===== src/rtl/inst_fetch_byte_if.sv =====
// Fetch-unit bundle: byte memory port, redirect/stall inputs and IF/ID output.
// master = fetch unit, slave = memory and downstream pipeline.
interface inst_fetch_byte_if;
  localparam int unsigned ADDR_W = 32;
  localparam int unsigned BYTE_W = 8;
  localparam int unsigned INST_W = 32;

  logic              mem_re;
  logic [ADDR_W-1:0] mem_addr;
  logic [BYTE_W-1:0] mem_rdata;
  logic              mem_ready;
  logic              branch_en;
  logic [ADDR_W-1:0] branch_target;
  logic              stall_in;
  logic              if_valid;
  logic [ADDR_W-1:0] if_pc;
  logic [INST_W-1:0] if_inst;
  logic              fetch_err;

  modport master (
    output mem_re, mem_addr, if_valid, if_pc, if_inst, fetch_err,
    input  mem_rdata, mem_ready, branch_en, branch_target, stall_in
  );

  modport slave (
    input  mem_re, mem_addr, if_valid, if_pc, if_inst, fetch_err,
    output mem_rdata, mem_ready, branch_en, branch_target, stall_in
  );
endinterface


===== src/rtl/inst_fetch_byte.sv =====
// Byte-serial instruction fetch: assembles four bytes (pc+0 in the MSB lane)
// into one 32-bit instruction and hands it to IF/ID with a valid/stall handshake.
// Optional macro FETCH_TIMEOUT_EN adds a wait-cycle watchdog and FAULT state.
module inst_fetch_byte #(
  parameter logic [31:0] RESET_PC = 32'h0000_0000,
  parameter int unsigned MAX_WAIT = 16
) (
  input  logic               clk,
  input  logic               rst,
  inst_fetch_byte_if.master  bus
);
  localparam int unsigned ADDR_W = 32;
  localparam int unsigned INST_W = 32;
  localparam int unsigned BUF_W  = 24;
  localparam int unsigned CNT_W  = 2;
  localparam int unsigned WAIT_W = 8;

  localparam logic [1:0] S_BOOT  = 2'd0;
  localparam logic [1:0] S_FETCH = 2'd1;
  localparam logic [1:0] S_DONE  = 2'd2;
  localparam logic [1:0] S_FAULT = 2'd3;

  logic [1:0]        state_q,  state_d;
  logic [ADDR_W-1:0] pc_q,     pc_d;
  logic [CNT_W-1:0]  cnt_q,    cnt_d;
  logic [BUF_W-1:0]  buf_q,    buf_d;
  logic [INST_W-1:0] inst_q,   inst_d;
  logic [ADDR_W-1:0] ifpc_q,   ifpc_d;
  logic              valid_q,  valid_d;
  logic              re_q,     re_d;
  logic [ADDR_W-1:0] addr_q,   addr_d;
  logic [CNT_W-1:0]  cnt_inc;
  logic [ADDR_W-1:0] target_al;
  logic [ADDR_W-1:0] pc_next_seq;

`ifdef FETCH_TIMEOUT_EN
  logic              err_q,    err_d;
  logic [WAIT_W-1:0] wait_q,   wait_d;
`endif

  assign cnt_inc     = cnt_q + CNT_W'(1);
  assign target_al   = {bus.branch_target[ADDR_W-1:2], 2'b00};
  assign pc_next_seq = pc_q + ADDR_W'(4);

  // Next-state and registered-output decode; redirect overrides every state.
  always_comb begin
    state_d = state_q;
    pc_d    = pc_q;
    cnt_d   = cnt_q;
    buf_d   = buf_q;
    inst_d  = inst_q;
    ifpc_d  = ifpc_q;
    valid_d = valid_q;
    re_d    = re_q;
    addr_d  = addr_q;
`ifdef FETCH_TIMEOUT_EN
    err_d   = err_q;
    wait_d  = wait_q;
`endif

    if (bus.branch_en) begin
      state_d = S_FETCH;
      pc_d    = target_al;
      cnt_d   = '0;
      valid_d = 1'b0;
      re_d    = 1'b1;
      addr_d  = target_al;
`ifdef FETCH_TIMEOUT_EN
      err_d   = 1'b0;
      wait_d  = '0;
`endif
    end else begin
      case (state_q)
        S_BOOT: begin
          state_d = S_FETCH;
          re_d    = 1'b1;
          addr_d  = pc_q;
        end

        S_FETCH: begin
          if (bus.mem_ready) begin
`ifdef FETCH_TIMEOUT_EN
            wait_d = '0;
`endif
            // Shift bytes in so the byte at pc+0 ends up in the top lane.
            buf_d = {buf_q[BUF_W-9:0], bus.mem_rdata};
            if (cnt_q == CNT_W'(3)) begin
              inst_d  = {buf_q, bus.mem_rdata};
              ifpc_d  = pc_q;
              valid_d = 1'b1;
              re_d    = 1'b0;
              cnt_d   = '0;
              state_d = S_DONE;
            end else begin
              cnt_d  = cnt_inc;
              addr_d = pc_q + ADDR_W'(cnt_inc);
            end
          end else begin
`ifdef FETCH_TIMEOUT_EN
            if (wait_q == WAIT_W'(MAX_WAIT - 1)) begin
              state_d = S_FAULT;
              re_d    = 1'b0;
              err_d   = 1'b1;
              valid_d = 1'b0;
              wait_d  = '0;
              cnt_d   = '0;
            end else begin
              wait_d = wait_q + WAIT_W'(1);
            end
`endif
          end
        end

        S_DONE: begin
          if (!bus.stall_in) begin
            pc_d    = pc_next_seq;
            state_d = S_FETCH;
            valid_d = 1'b0;
            re_d    = 1'b1;
            addr_d  = pc_next_seq;
          end
        end

`ifdef FETCH_TIMEOUT_EN
        S_FAULT: begin
          re_d    = 1'b0;
          valid_d = 1'b0;
          err_d   = 1'b1;
        end
`endif

        default: begin
          state_d = S_BOOT;
          re_d    = 1'b0;
          valid_d = 1'b0;
        end
      endcase
    end
  end

  // State and output registers; reset drops any partially fetched word.
  always_ff @(posedge clk or negedge rst) begin
    if (!rst) begin
      state_q <= S_BOOT;
      pc_q    <= RESET_PC;
      cnt_q   <= '0;
      buf_q   <= '0;
      inst_q  <= '0;
      ifpc_q  <= '0;
      valid_q <= 1'b0;
      re_q    <= 1'b0;
      addr_q  <= '0;
`ifdef FETCH_TIMEOUT_EN
      err_q   <= 1'b0;
      wait_q  <= '0;
`endif
    end else begin
      state_q <= state_d;
      pc_q    <= pc_d;
      cnt_q   <= cnt_d;
      buf_q   <= buf_d;
      inst_q  <= inst_d;
      ifpc_q  <= ifpc_d;
      valid_q <= valid_d;
      re_q    <= re_d;
      addr_q  <= addr_d;
`ifdef FETCH_TIMEOUT_EN
      err_q   <= err_d;
      wait_q  <= wait_d;
`endif
    end
  end

  assign bus.mem_re   = re_q;
  assign bus.mem_addr = addr_q;
  assign bus.if_valid = valid_q;
  assign bus.if_pc    = ifpc_q;
  assign bus.if_inst  = inst_q;

`ifdef FETCH_TIMEOUT_EN
  assign bus.fetch_err = err_q;

  // Target alignment bits are dropped by design.
  logic unused_cfg;
  assign unused_cfg = ^{bus.branch_target[1:0]};
`else
  assign bus.fetch_err = 1'b0;

  // Timeout configuration and FAULT encoding have no effect in this build.
  logic unused_cfg;
  assign unused_cfg = ^{bus.branch_target[1:0], WAIT_W'(MAX_WAIT), S_FAULT};
`endif
endmodule


===== src/flat_wrapper.sv =====
// flat-port wrapper written by rule: the top's interface ports become plain ports
module inst_fetch_byte_flat 
#(
  parameter logic [31:0] RESET_PC = 32'h0000_0000,
  parameter int unsigned MAX_WAIT = 16
)
  (clk, rst, bus_mem_re, bus_mem_addr, bus_if_valid, bus_if_pc, bus_if_inst, bus_fetch_err, bus_mem_rdata, bus_mem_ready, bus_branch_en, bus_branch_target, bus_stall_in);
  inst_fetch_byte_if bus_i ();
  input  logic clk;
  input  logic rst;
  output wire logic [$bits(bus_i.mem_re)-1:0] bus_mem_re;
  output wire logic [$bits(bus_i.mem_addr)-1:0] bus_mem_addr;
  output wire logic [$bits(bus_i.if_valid)-1:0] bus_if_valid;
  output wire logic [$bits(bus_i.if_pc)-1:0] bus_if_pc;
  output wire logic [$bits(bus_i.if_inst)-1:0] bus_if_inst;
  output wire logic [$bits(bus_i.fetch_err)-1:0] bus_fetch_err;
  input wire logic [$bits(bus_i.mem_rdata)-1:0] bus_mem_rdata;
  input wire logic [$bits(bus_i.mem_ready)-1:0] bus_mem_ready;
  input wire logic [$bits(bus_i.branch_en)-1:0] bus_branch_en;
  input wire logic [$bits(bus_i.branch_target)-1:0] bus_branch_target;
  input wire logic [$bits(bus_i.stall_in)-1:0] bus_stall_in;
  assign bus_mem_re = bus_i.mem_re;
  assign bus_mem_addr = bus_i.mem_addr;
  assign bus_if_valid = bus_i.if_valid;
  assign bus_if_pc = bus_i.if_pc;
  assign bus_if_inst = bus_i.if_inst;
  assign bus_fetch_err = bus_i.fetch_err;
  assign bus_i.mem_rdata = bus_mem_rdata;
  assign bus_i.mem_ready = bus_mem_ready;
  assign bus_i.branch_en = bus_branch_en;
  assign bus_i.branch_target = bus_branch_target;
  assign bus_i.stall_in = bus_stall_in;
  inst_fetch_byte #(.RESET_PC(RESET_PC), .MAX_WAIT(MAX_WAIT)) u_core (.clk(clk), .rst(rst), .bus(bus_i));
endmodule

===== config.mk =====
export PLATFORM = sky130hd
export DESIGN_NAME = inst_fetch_byte_flat
export DESIGN_NICKNAME = d
export VERILOG_FILES = /design/src/rtl/inst_fetch_byte_if.sv /design/src/rtl/inst_fetch_byte.sv /design/src/flat_wrapper.sv
export SDC_FILE = /design/constraint.sdc
export NUM_CORES = 1
export LEC_CHECK = 0
export ABC_AREA = 0
export ABC_CLOCK_PERIOD_IN_PS = 2760
export BUFFER_PORTS_ARGS = -buffer_cell sky130_fd_sc_hd__buf_2
export CAP_MARGIN = 20
export CORE_UTILIZATION = 46
export CTS_CLUSTER_DIAMETER = 40
export DETAILED_ROUTE_END_ITERATION = 7
export PLACE_DENSITY_LB_ADDON = 0.12
export SLEW_MARGIN = 30
export SYNTH_ARGS = -nofsm -noshare
export SYNTH_HDL_FRONTEND = slang
export SYNTH_SLANG_ARGS = --single-unit
export TNS_END_PERCENT = 50

===== constraint.sdc =====
create_clock -name clk -period 2.76 [get_ports clk]
set_clock_uncertainty 0.15 [all_clocks]
set_input_delay 0.552 -clock clk [delete_from_list [all_inputs] [get_ports clk]]
set_output_delay 0.552 -clock clk [all_outputs]
set_load 0.02 [all_outputs]

==> impl_metrics.py, run 1 <==
metrics = {
    "cells_and_area": {
        "share_of_post_route_cells_with_drive_strength_above_1": 0.368,
        "antenna_cells_inserted": 0,
        "finalNonFillerCells": 1094,
        "finalNetCount": 918,
        "area_delta_synth_final_pct": 22.2,
    },
    "timing": {
        "period_share": 0.939,
        "tns_ns": 0,
        "post-route-min-period_ns": 2.59,
        "final-max-slew-violation-count": 0,
        "slew-limit-headroom": 0.583,
        "transition_time_at_the_pin_with_the_least_slew_margin_ns": 0.626,
        "final-setup-viol-count": 0,
        "unrepaired_setup_endpoints_after_global_routing": "no",
        "final-hold-violation-count": 0,
        "fmax_mhz": 386,
        "final.setup.worst_slack_ns": 0.168,
    },
    "detailed_routing": {
        "drt_first_iter_violations": 430,
        "drt_pass1_iterations": 5,
        "drt-wirelength-per-cell_um": 19.7,
        "ant_nets": 0,
        "vias_per_cell": 5.76,
        "detailroute.via_count": 6301,
        "drt-total-wl_um": 21600,
        "drc": 0,
    },
    "synthesis": {
        "mappedNetlistArea_um2": 7660,
        "syn_avg_cell_area_um2": 10.6,
        "ys_ff_latch": 153,
        "number_of_warnings_reported_in_the_yosys_synthesis_log": 0,
        "synth_async_sr_flop_share": 1.00,
        "synth_cell_types": 56,
        "synth.yosys.seq_area_share": 0.500,
        "synth_edf_count": 0,
        "syn-instance-count": 722,
        "synth_flop_cell": "dfrtp_1",
    },
    "placement": {
        "portBuffers": 138,
        "hpwl_um": 15600,
        "dpl_worst_slack_ns": 0.250,
        "gp_congestion": 0.941,
        "placed_cells": 1062,
    },
    "min_path": {
        "hold_class": "input pin to register",
        "timing.hold.worst_path_depth": 3,
    },
    "clocking": {
        "clock-root-buffer": "clkbuf_16",
        "postCtsHoldBufs": 1,
        "number_of_gates_resized_after_cts": 0,
        "clock_path_buffers": 2,
        "post_cts_buffers": 0,
        "worst_setup_hold_path_clk_slew_ns": 0.06,
        "tritoncts": "done",
        "cts_inserted_buffers": 17,
        "h-tree-depth": 4,
        "clk-insertion-delay-late_ns": 0.43,
        "clock_sink_count": 153,
    },
    "power_and_ir_drop": {
        "ir_worst_vdd_uv": 525,
        "power.share.sequential": 0.375,
        "sw_ratio": 0.379,
        "net-switching-power_mw": 3.39,
        "power_leakage_nw": 4.44,
        "power_density_nw_per_um2": 957,
        "power.combinational.fraction": 0.361,
        "cellInternalPower_mw": 5.57,
        "share_of_power_burned_in_the_clock_network": 0.264,
        "report.power.total_mw": 8.96,
    },
    "floorplan": {
        "design.core.area_um2": 16100,
        "placement_rows": 46,
        "boundaryPins": 144,
        "dieWidth_um": 131,
        "floorplan.die_area_um2": 17200,
        "start_util": 0.477,
        "vertical_die_dimension_um": 131,
    },
    "global_routing": {
        "grt-ovfl-total": 0,
        "grt_pass1_wl_um": 33600,
        "grt_pass1_vias": 6224,
        "grt.busiest_layer": "met2",
        "number_of_antenna_violations_at_the_first_check_in_global_routing": 0,
        "use_met1": 0.344,
        "track_usage": 0.262,
        "global_route.usage.met3": 0.0584,
        "pin_count_of_the_biggest_net_entering_global_routing": 62,
        "grtUsageMet2": 0.427,
    },
    "critical_path": {
        "path_cells": "ha_1 -> nand3_1 -> or3_4 -> nor4_1 -> xor2_1 -> mux2_2",
        "crit_path_max_incr_delay_ns": 0.49,
        "critPathMaxFanout": 8,
        "end_kind": "register",
        "cp_data_required_time_ns": 2.92,
        "slowest_stage": "dfrtp_1",
        "critPathKind": "register to register",
        "worstRegToRegCells": 6,
        "worst_setup_path_start_kind": "register",
        "crit_arrival_ns": 2.75,
    },
    "status": {
        "status": "completed",
    },
    "run": {
        "timing.max_cap.violations": 0,
    },
}
-- logic make-up after synthesis --
| logic type | after synthesis | share of synthesized area |
|---|---|---|
| flip-flops | 153 | 0.500 |
| multiplexers | 102 | 0.149 |
| other | 1 | 0.000489 |
| XOR/XNOR | 27 | 0.0309 |
| adder cells (fa/ha/maj) | 7 | 0.0114 |
| buffers and inverters | 71 | 0.0411 |
| AO/OA/AOI/OAI | 151 | 0.125 |
| AND/OR/NAND/NOR | 210 | 0.142 |
-- final timing paths --
kind / startpoint / to / slack (ns)
max in group asynchronous: rst / u_core.pc_q[3] / 1.17
hold reg to reg: u_core.bus.if_pc[13] / u_core.bus.if_pc[13] / 0.33
min in group asynchronous: rst / u_core.bus.if_pc[23] / 0.54
setup / recovery: u_core.pc_q[2] / u_core.pc_q[30] / 0.17
hold / removal: bus_branch_target[2] / u_core.bus.mem_addr[2] / 0.21
setup reg to reg: u_core.pc_q[2] / u_core.pc_q[30] / 0.17
-- cell usage after synthesis, types with 10 or more instances --
library cell  instances  area [um2]
nand2_1              51         191
dfrtp_1             153        3830
and3_1               12        75.1
a21oi_1              32         160
nor2_1               41         154
xnor2_1              17         149
mux2_2               97        1090
nor3_1               14        70.1
a31oi_1              24         150
nand3_1              25         125
clkbuf_1             44         165
o21ai_0              35         175
nand4_1              19         119
xor2_1               10        87.6
o22ai_1              13        81.3
-- routing by layer --
metal | share of wire | vias to the layer above
li1 | - | 2918
met1 | 0.44 | 3098
met2 | 0.48 | 255
met3 | 0.062 | 30
met4 | 0.018 | 0
met5 | 0 | -
-- sequential cells by signal, summed over array words and instances, names as in the netlist --
name                 count
u_core.bus.if_pc        30
u_core.bus.mem_addr     32
u_core.buf_q            24
u_core.pc_q             30
u_core.cnt_q             2
u_core.bus.if_valid      1
u_core.state_q           2
u_core.bus.if_inst      32
-- final cells by class --
type | count | area, um2
fill | 1392 | 6690
sequential | 153 | 3830
multi-input combinational | 501 | 3540
timing repair buffer | 185 | 1100
clock buffer | 18 | 439
tap | 216 | 270
clock inverter | 13 | 158
inverter | 8 | 30.0
-- power by group through the flow --
| stage | sequential [mW] | clock (mW) | combinational [mW] |
|---|---|---|---|
| final | 3.36 | 2.37 | 3.24 |
| after global routing | 3.45 | 2.50 | 3.49 |
| after global placement | 3.35 | 0 | 3.16 |
| after floorplan | 3.82 | 0 | 1.49 |
| after CTS | 3.36 | 2.41 | 3.22 |
| after detailed placement | 3.40 | 0 | 3.21 |
-- cell usage in the layout, fill, tap and decap left out, types with 13 or more instances in the layout --
master     instances
dfrtp_1          153
buf_2            137
mux2_2            97
nand2_1           51
buf_4             42
nor2_1            41
o21ai_0           35
a21oi_1           32
nand3_1           25
a31oi_1           24
nand4_1           19
xnor2_1           17
clkbuf_16         17
nor3_1            14
o22ai_1           13
-- metrics by stage --
step | util | hold WS, ns | instance area [um2]
2_1_floorplan | - | 0.106 | 7670
3_3_place_gp | 0.545 | 0.320 | 8760
3_5_place_dp | 0.545 | 0.324 | 8760
4_1_cts | 0.583 | 0.190 | 9360
5_1_grt | 0.583 | 0.213 | 9360
6_report | 0.583 | 0.208 | 9360
-- critical path: cells and delay by family, from the launching register on --
kind	cells	cell delay, ns
simple gates	3	1.12
flops	1	0.49
fa+ha+maj	1	0.31
mux	1	0.29
xor+xnor	1	0.12
Note: power is estimated with default switching activity, not from simulation.
==> inputs of run 2 (changes only) <==
--- a/config.mk
+++ b/config.mk
@@ -6,10 +6,10 @@
 export NUM_CORES = 1
 export LEC_CHECK = 0
 export ABC_AREA = 0
-export ABC_CLOCK_PERIOD_IN_PS = 2760
+export ABC_CLOCK_PERIOD_IN_PS = 3000
 export BUFFER_PORTS_ARGS = -buffer_cell sky130_fd_sc_hd__buf_2
 export CAP_MARGIN = 20
-export CORE_UTILIZATION = 46
+export CORE_UTILIZATION = 50
 export CTS_CLUSTER_DIAMETER = 40
 export DETAILED_ROUTE_END_ITERATION = 7
 export PLACE_DENSITY_LB_ADDON = 0.12
==> constraint.sdc (replaced) <==
create_clock -name clk -period 3 [get_ports clk]
set_clock_uncertainty 0.15 [all_clocks]
set_input_delay 0.6 -clock clk [delete_from_list [all_inputs] [get_ports clk]]
set_output_delay 0.6 -clock clk [all_outputs]
set_load 0.02 [all_outputs]
==> impl_metrics.py, run 2 (same netlist as run 1, synthesis figures left out) <==
metrics = {
    "detailed_routing": {
        "drt-total-wl_um": 21100,
        "detailroute.via_count": 6377,
        "drt_first_iter_violations": 542,
        "ant_nets": 0,
        "drt_pass1_iterations": 6,
        "drc": 0,
        "vias_per_cell": 6.04,
        "drt-wirelength-per-cell_um": 20.0,
    },
    "timing": {
        "period_share": 0.928,
        "post-route-min-period_ns": 2.78,
        "fmax_mhz": 359,
        "unrepaired_setup_endpoints_after_global_routing": "no",
        "transition_time_at_the_pin_with_the_least_slew_margin_ns": 0.610,
        "tns_ns": 0,
        "slew-limit-headroom": 0.593,
        "final-max-slew-violation-count": 0,
        "final-setup-viol-count": 0,
        "final-hold-violation-count": 0,
    },
    "placement": {
        "portBuffers": 138,
        "gp_congestion": 0.941,
        "hpwl_um": 15200,
    },
    "clocking": {
        "post_cts_buffers": 0,
        "clk-insertion-delay-late_ns": 0.43,
        "clock_path_buffers": 2,
        "cts_inserted_buffers": 17,
        "clock-root-buffer": "clkbuf_16",
        "tritoncts": "done",
        "worst_setup_hold_path_clk_slew_ns": 0.07,
        "h-tree-depth": 4,
        "clock_sink_count": 153,
    },
    "power_and_ir_drop": {
        "share_of_power_burned_in_the_clock_network": 0.270,
        "ir_worst_vdd_uv": 570,
        "power.combinational.fraction": 0.354,
        "cellInternalPower_mw": 5.09,
        "power_leakage_nw": 4.39,
        "net-switching-power_mw": 3.17,
        "sw_ratio": 0.384,
        "power_density_nw_per_um2": 893,
        "power.share.sequential": 0.376,
    },
    "global_routing": {
        "grt_pass1_vias": 6264,
        "grt_pass1_wl_um": 33800,
        "pin_count_of_the_biggest_net_entering_global_routing": 54,
        "grt-ovfl-total": 0,
        "grt.busiest_layer": "met2",
        "grtUsageMet2": 0.447,
        "number_of_antenna_violations_at_the_first_check_in_global_routing": 0,
        "use_met1": 0.356,
        "global_route.usage.met3": 0.0850,
        "track_usage": 0.278,
    },
    "critical_path": {
        "end_kind": "register",
        "worst_setup_path_start_kind": "register",
        "path_cells": "inv_1 -> ha_1 -> nor2_1 -> a211o_1 -> nand2_1 -> o221ai_1 -> nor2_1",
        "critPathMaxFanout": 11,
        "cpMostUsedCell": "nor2_1",
        "slowest_stage": "nand2_1",
        "critPathKind": "register to register",
        "cp_data_required_time_ns": 3.16,
        "crit_arrival_ns": 2.95,
        "crit_path_max_incr_delay_ns": 0.44,
    },
    "floorplan": {
        "vertical_die_dimension_um": 126,
        "boundaryPins": 144,
        "placement_rows": 44,
        "floorplan.die_area_um2": 15800,
        "dieWidth_um": 126,
        "design.core.area_um2": 14800,
        "start_util": 0.519,
    },
    "run": {
        "timing.max_cap.violations": 0,
    },
    "status": {
        "status": "completed",
    },
    "cells_and_area": {
        "antenna_cells_inserted": 0,
        "finalNetCount": 910,
        "share_of_post_route_cells_with_drive_strength_above_1": 0.362,
        "layout.area.seq_um2": 3830,
        "post-route-util": 0.627,
        "multiInputGateArea_um2": 3550,
        "layout_common_cells": "dfrtp_1 (153), buf_2 (137), mux2_2 (97)",
        "fillCellCount": 1239,
        "layout.cells.most_common": "dfrtp_1",
        "area_delta_synth_final_pct": 20.7,
    },
    "min_path": {
        "hold_class": "input pin to register",
    },
}
-- run 2: what timing repair did --
| action | CTS | global route |
|---|---|---|
| hold buffers | 1 | 0 |
| gates resized for setup | 0 | 1 |
| setup endpoints to repair | 0 | 1 |
| endpoints found under the hold margin | 50 | 0 |
-- run 2: layout make-up --
class / count / area share
Clock buffer: 18 / 0.0464
Clock inverter: 14 / 0.0195
Inverter: 8 / 0.00325
Multi-Input combinational cell: 501 / 0.384
Sequential cell: 153 / 0.414
Tap cell: 184 / 0.0249
Timing Repair Buffer: 177 / 0.109
-- run 2: routing by layer --
metal | up-vias | routed length (um)
met3 | 40 | 1710
met5 | - | 0
li1 | 2895 | -
met2 | 300 | 10100
met1 | 3142 | 8830
met4 | 0 | 495
-- run 2: through the flow --
stage          area, um2  setup slack (ns)  instances  power, mW  hold WS [ns]
3_5_place_dp        8620             0.257       1022       6.03         0.337
5_1_grt             9250            0.0641       1055       8.69         0.251
3_3_place_gp        8620             0.322       1022       5.94         0.331
6_report            9250             0.216       1055       8.27         0.247
2_1_floorplan       7670             0.646        725       4.89         0.154
4_1_cts             9240             0.244       1055       8.27         0.235
-- run 2: power by group through the flow --
stage                     Sequential [mW]  Clock [mW]  Combinational (mW)
final                                3.11        2.23                2.93
after global placement               3.10           0                2.84
after detailed placement             3.14           0                2.89
after global routing                 3.19        2.35                3.16
after CTS                            3.11        2.26                2.91
after floorplan                      3.52           0                1.37
-- run 2: final timing paths --
path | from | end | slack [ns] | cells after the start
max | u_core.state_q[0] | u_core.bus.mem_addr[13] | 0.22 | 7
min | bus_branch_target[2] | u_core.bus.mem_addr[2] | 0.25 | 3
max reg2reg | u_core.state_q[0] | u_core.bus.mem_addr[13] | 0.22 | 7
min reg2reg | u_core.bus.if_pc[2] | u_core.bus.if_pc[2] | 0.35 | 1
max in group asynchronous | rst | u_core.bus.if_inst[24] | 1.41 | 3
min in group asynchronous | rst | u_core.bus.if_pc[19] | 0.55 | 2
-- run 2: critical path: cells and delay by family (launching register included) --
kind            cells  cell delay [ns]
compound gates      2             0.71
buf+inv             1             0.09
fa+ha+maj           1             0.42
simple gates        3             0.85
flops               1             0.43
==> inputs of run 3 (changes only) <==
--- a/config.mk
+++ b/config.mk
@@ -10,9 +10,11 @@
 export BUFFER_PORTS_ARGS = -buffer_cell sky130_fd_sc_hd__buf_2
 export CAP_MARGIN = 20
 export CORE_UTILIZATION = 50
+export CTS_BUF_LIST = sky130_fd_sc_hd__clkbuf_4
 export CTS_CLUSTER_DIAMETER = 40
 export DETAILED_ROUTE_END_ITERATION = 7
 export PLACE_DENSITY_LB_ADDON = 0.12
+export RECOVER_POWER = 25
 export SLEW_MARGIN = 30
 export SYNTH_ARGS = -nofsm -noshare
 export SYNTH_HDL_FRONTEND = slang
==> impl_metrics.py, run 3 (same netlist as run 1, synthesis figures left out) <==
metrics = {
    "status": {
        "status": "completed",
    },
    "floorplan": {
        "start_util": 0.519,
        "design.core.area_um2": 14800,
        "vertical_die_dimension_um": 126,
        "floorplan.die_area_um2": 15800,
        "boundaryPins": 144,
        "placement_rows": 44,
        "dieWidth_um": 126,
    },
    "timing": {
        "period_share": 0.936,
        "final-max-slew-violation-count": 0,
        "tns_ns": 0,
        "fin_hold_ws_ns": 0.108,
        "final-setup-viol-count": 0,
        "transition_time_at_the_pin_with_the_least_slew_margin_ns": 1.32,
        "unrepaired_setup_endpoints_after_global_routing": "no",
        "post-route-min-period_ns": 2.81,
        "slew-limit-headroom": 0.121,
        "fmax_mhz": 356,
        "final-hold-violation-count": 0,
    },
    "detailed_routing": {
        "routed-wl-met3_um": 1640,
        "drt_pass1_iterations": 5,
        "drc": 0,
        "top_layer": "met4",
        "drt-total-wl_um": 20900,
        "ant_nets": 0,
        "drt-wirelength-per-cell_um": 19.8,
        "detailroute.via_count": 6348,
        "met2_length_um": 9970,
        "drt_first_iter_violations": 524,
        "met1Wirelength_um": 8760,
        "vias_per_cell": 6.02,
    },
    "critical_path": {
        "critPathMaxFanout": 11,
        "cpMostUsedCell": "nor2_1",
        "end_kind": "register",
        "worst_setup_path_start_kind": "register",
        "crit_path_max_incr_delay_ns": 0.46,
        "slowest_stage": "dfrtp_1",
        "path_cells": "inv_1 -> ha_1 -> nor2_1 -> a211o_1 -> nand2_1 -> o221ai_1 -> nor2_1",
        "cpLargestDelayFamily": "simple AND/OR/NAND/NOR gates",
        "buffer_and_inverter_count_on_the_worst_path": 1,
        "crit_arrival_ns": 3.12,
        "cp_data_required_time_ns": 3.31,
        "critPathKind": "register to register",
    },
    "global_routing": {
        "track_usage": 0.277,
        "grt-ovfl-total": 0,
        "grt_pass1_wl_um": 33800,
        "pin_count_of_the_biggest_net_entering_global_routing": 54,
        "grt_pass1_vias": 6279,
        "number_of_antenna_violations_at_the_first_check_in_global_routing": 0,
    },
    "placement": {
        "hpwl_um": 15200,
        "placed_cells": 1022,
        "gp_congestion": 0.941,
        "portBuffers": 138,
    },
    "cells_and_area": {
        "area_delta_synth_final_pct": 16.6,
        "finalNetCount": 910,
        "layout.cells.most_common": "dfrtp_1",
        "finalNonFillerCells": 1055,
        "fillCellCount": 1293,
        "antenna_cells_inserted": 0,
        "layout_common_cells": "dfrtp_1 (153), buf_2 (137), mux2_2 (97)",
        "share_of_post_route_cells_with_drive_strength_above_1": 0.363,
    },
    "power_and_ir_drop": {
        "ir_worst_vdd_uv": 497,
        "power_density_nw_per_um2": 830,
        "power_leakage_nw": 4.25,
    },
    "clocking": {
        "clock_path_buffers": 2,
        "clock_sink_count": 153,
        "clk-insertion-delay-late_ns": 0.57,
        "worst_setup_hold_path_clk_slew_ns": 0.14,
        "clock-root-buffer": "clkbuf_4",
        "tritoncts": "done",
        "h-tree-depth": 4,
        "cts_inserted_buffers": 17,
    },
    "min_path": {
        "hold_class": "input pin to register",
    },
    "run": {
        "timing.max_cap.violations": 0,
    },
}
## run 3: power by group
group	total, mW	switching [mW]	internal (mW)
Clock	1.39	0.848	0.544
Combinational	2.92	1.77	1.15
Sequential	3.10	0.434	2.67
## run 3: cell type report
class	instances	area, um2	share of cell area
Clock inverter	14	180	0.0202
Multi-Input combinational cell	501	3550	0.397
Tap cell	184	230	0.0258
Sequential cell	153	3830	0.428
Clock buffer	18	135	0.0151
Inverter	8	30.0	0.00336
Timing Repair Buffer	177	986	0.110
## run 3: final timing paths
kind	from	to	slack, ns	cells after the start
max reg2reg	u_core.state_q[0]	u_core.bus.mem_addr[13]	0.19	7
max in group asynchronous	rst	u_core.pc_q[6]	0.50	3
min in group asynchronous	rst	u_core.bus.if_pc[19]	0.69	2
min	bus_branch_target[2]	u_core.bus.mem_addr[2]	0.11	3
max	u_core.state_q[0]	u_core.bus.mem_addr[13]	0.19	7
min reg2reg	u_core.bus.if_pc[29]	u_core.bus.if_pc[29]	0.37	1
## run 3: layer usage
layer,vias to the layer above,global-route usage
li1,2896,-
met1,3140,0.356
met2,270,0.442
met3,42,0.0811
met4,0,0.106
met5,-,0
## run 3: worst min-delay path, cell delays in order
cell and delay, ns:
buf_2 0.07, nand2_1 0.06, o31ai_1 0.06
## run 3: stage by stage
step                      instance area [um2]  power (mW)  setup WS [ns]   util
final                                    8940        7.42          0.191  0.606
after global routing                     8940        7.85         0.0460  0.606
after CTS                                8940        7.43          0.233  0.606
after detailed placement                 8620        6.03          0.257  0.584
after global placement                   8620        5.94          0.322  0.584
after floorplan                          7670        4.89          0.646      -
## run 3: what timing repair did
action / CTS / global route
resized for setup: 0 / 1
setup endpoints to repair: 0 / 1
endpoints found under the hold margin: 50 / 0
hold buffers: 1 / 0
buffers inserted: 0 / 0
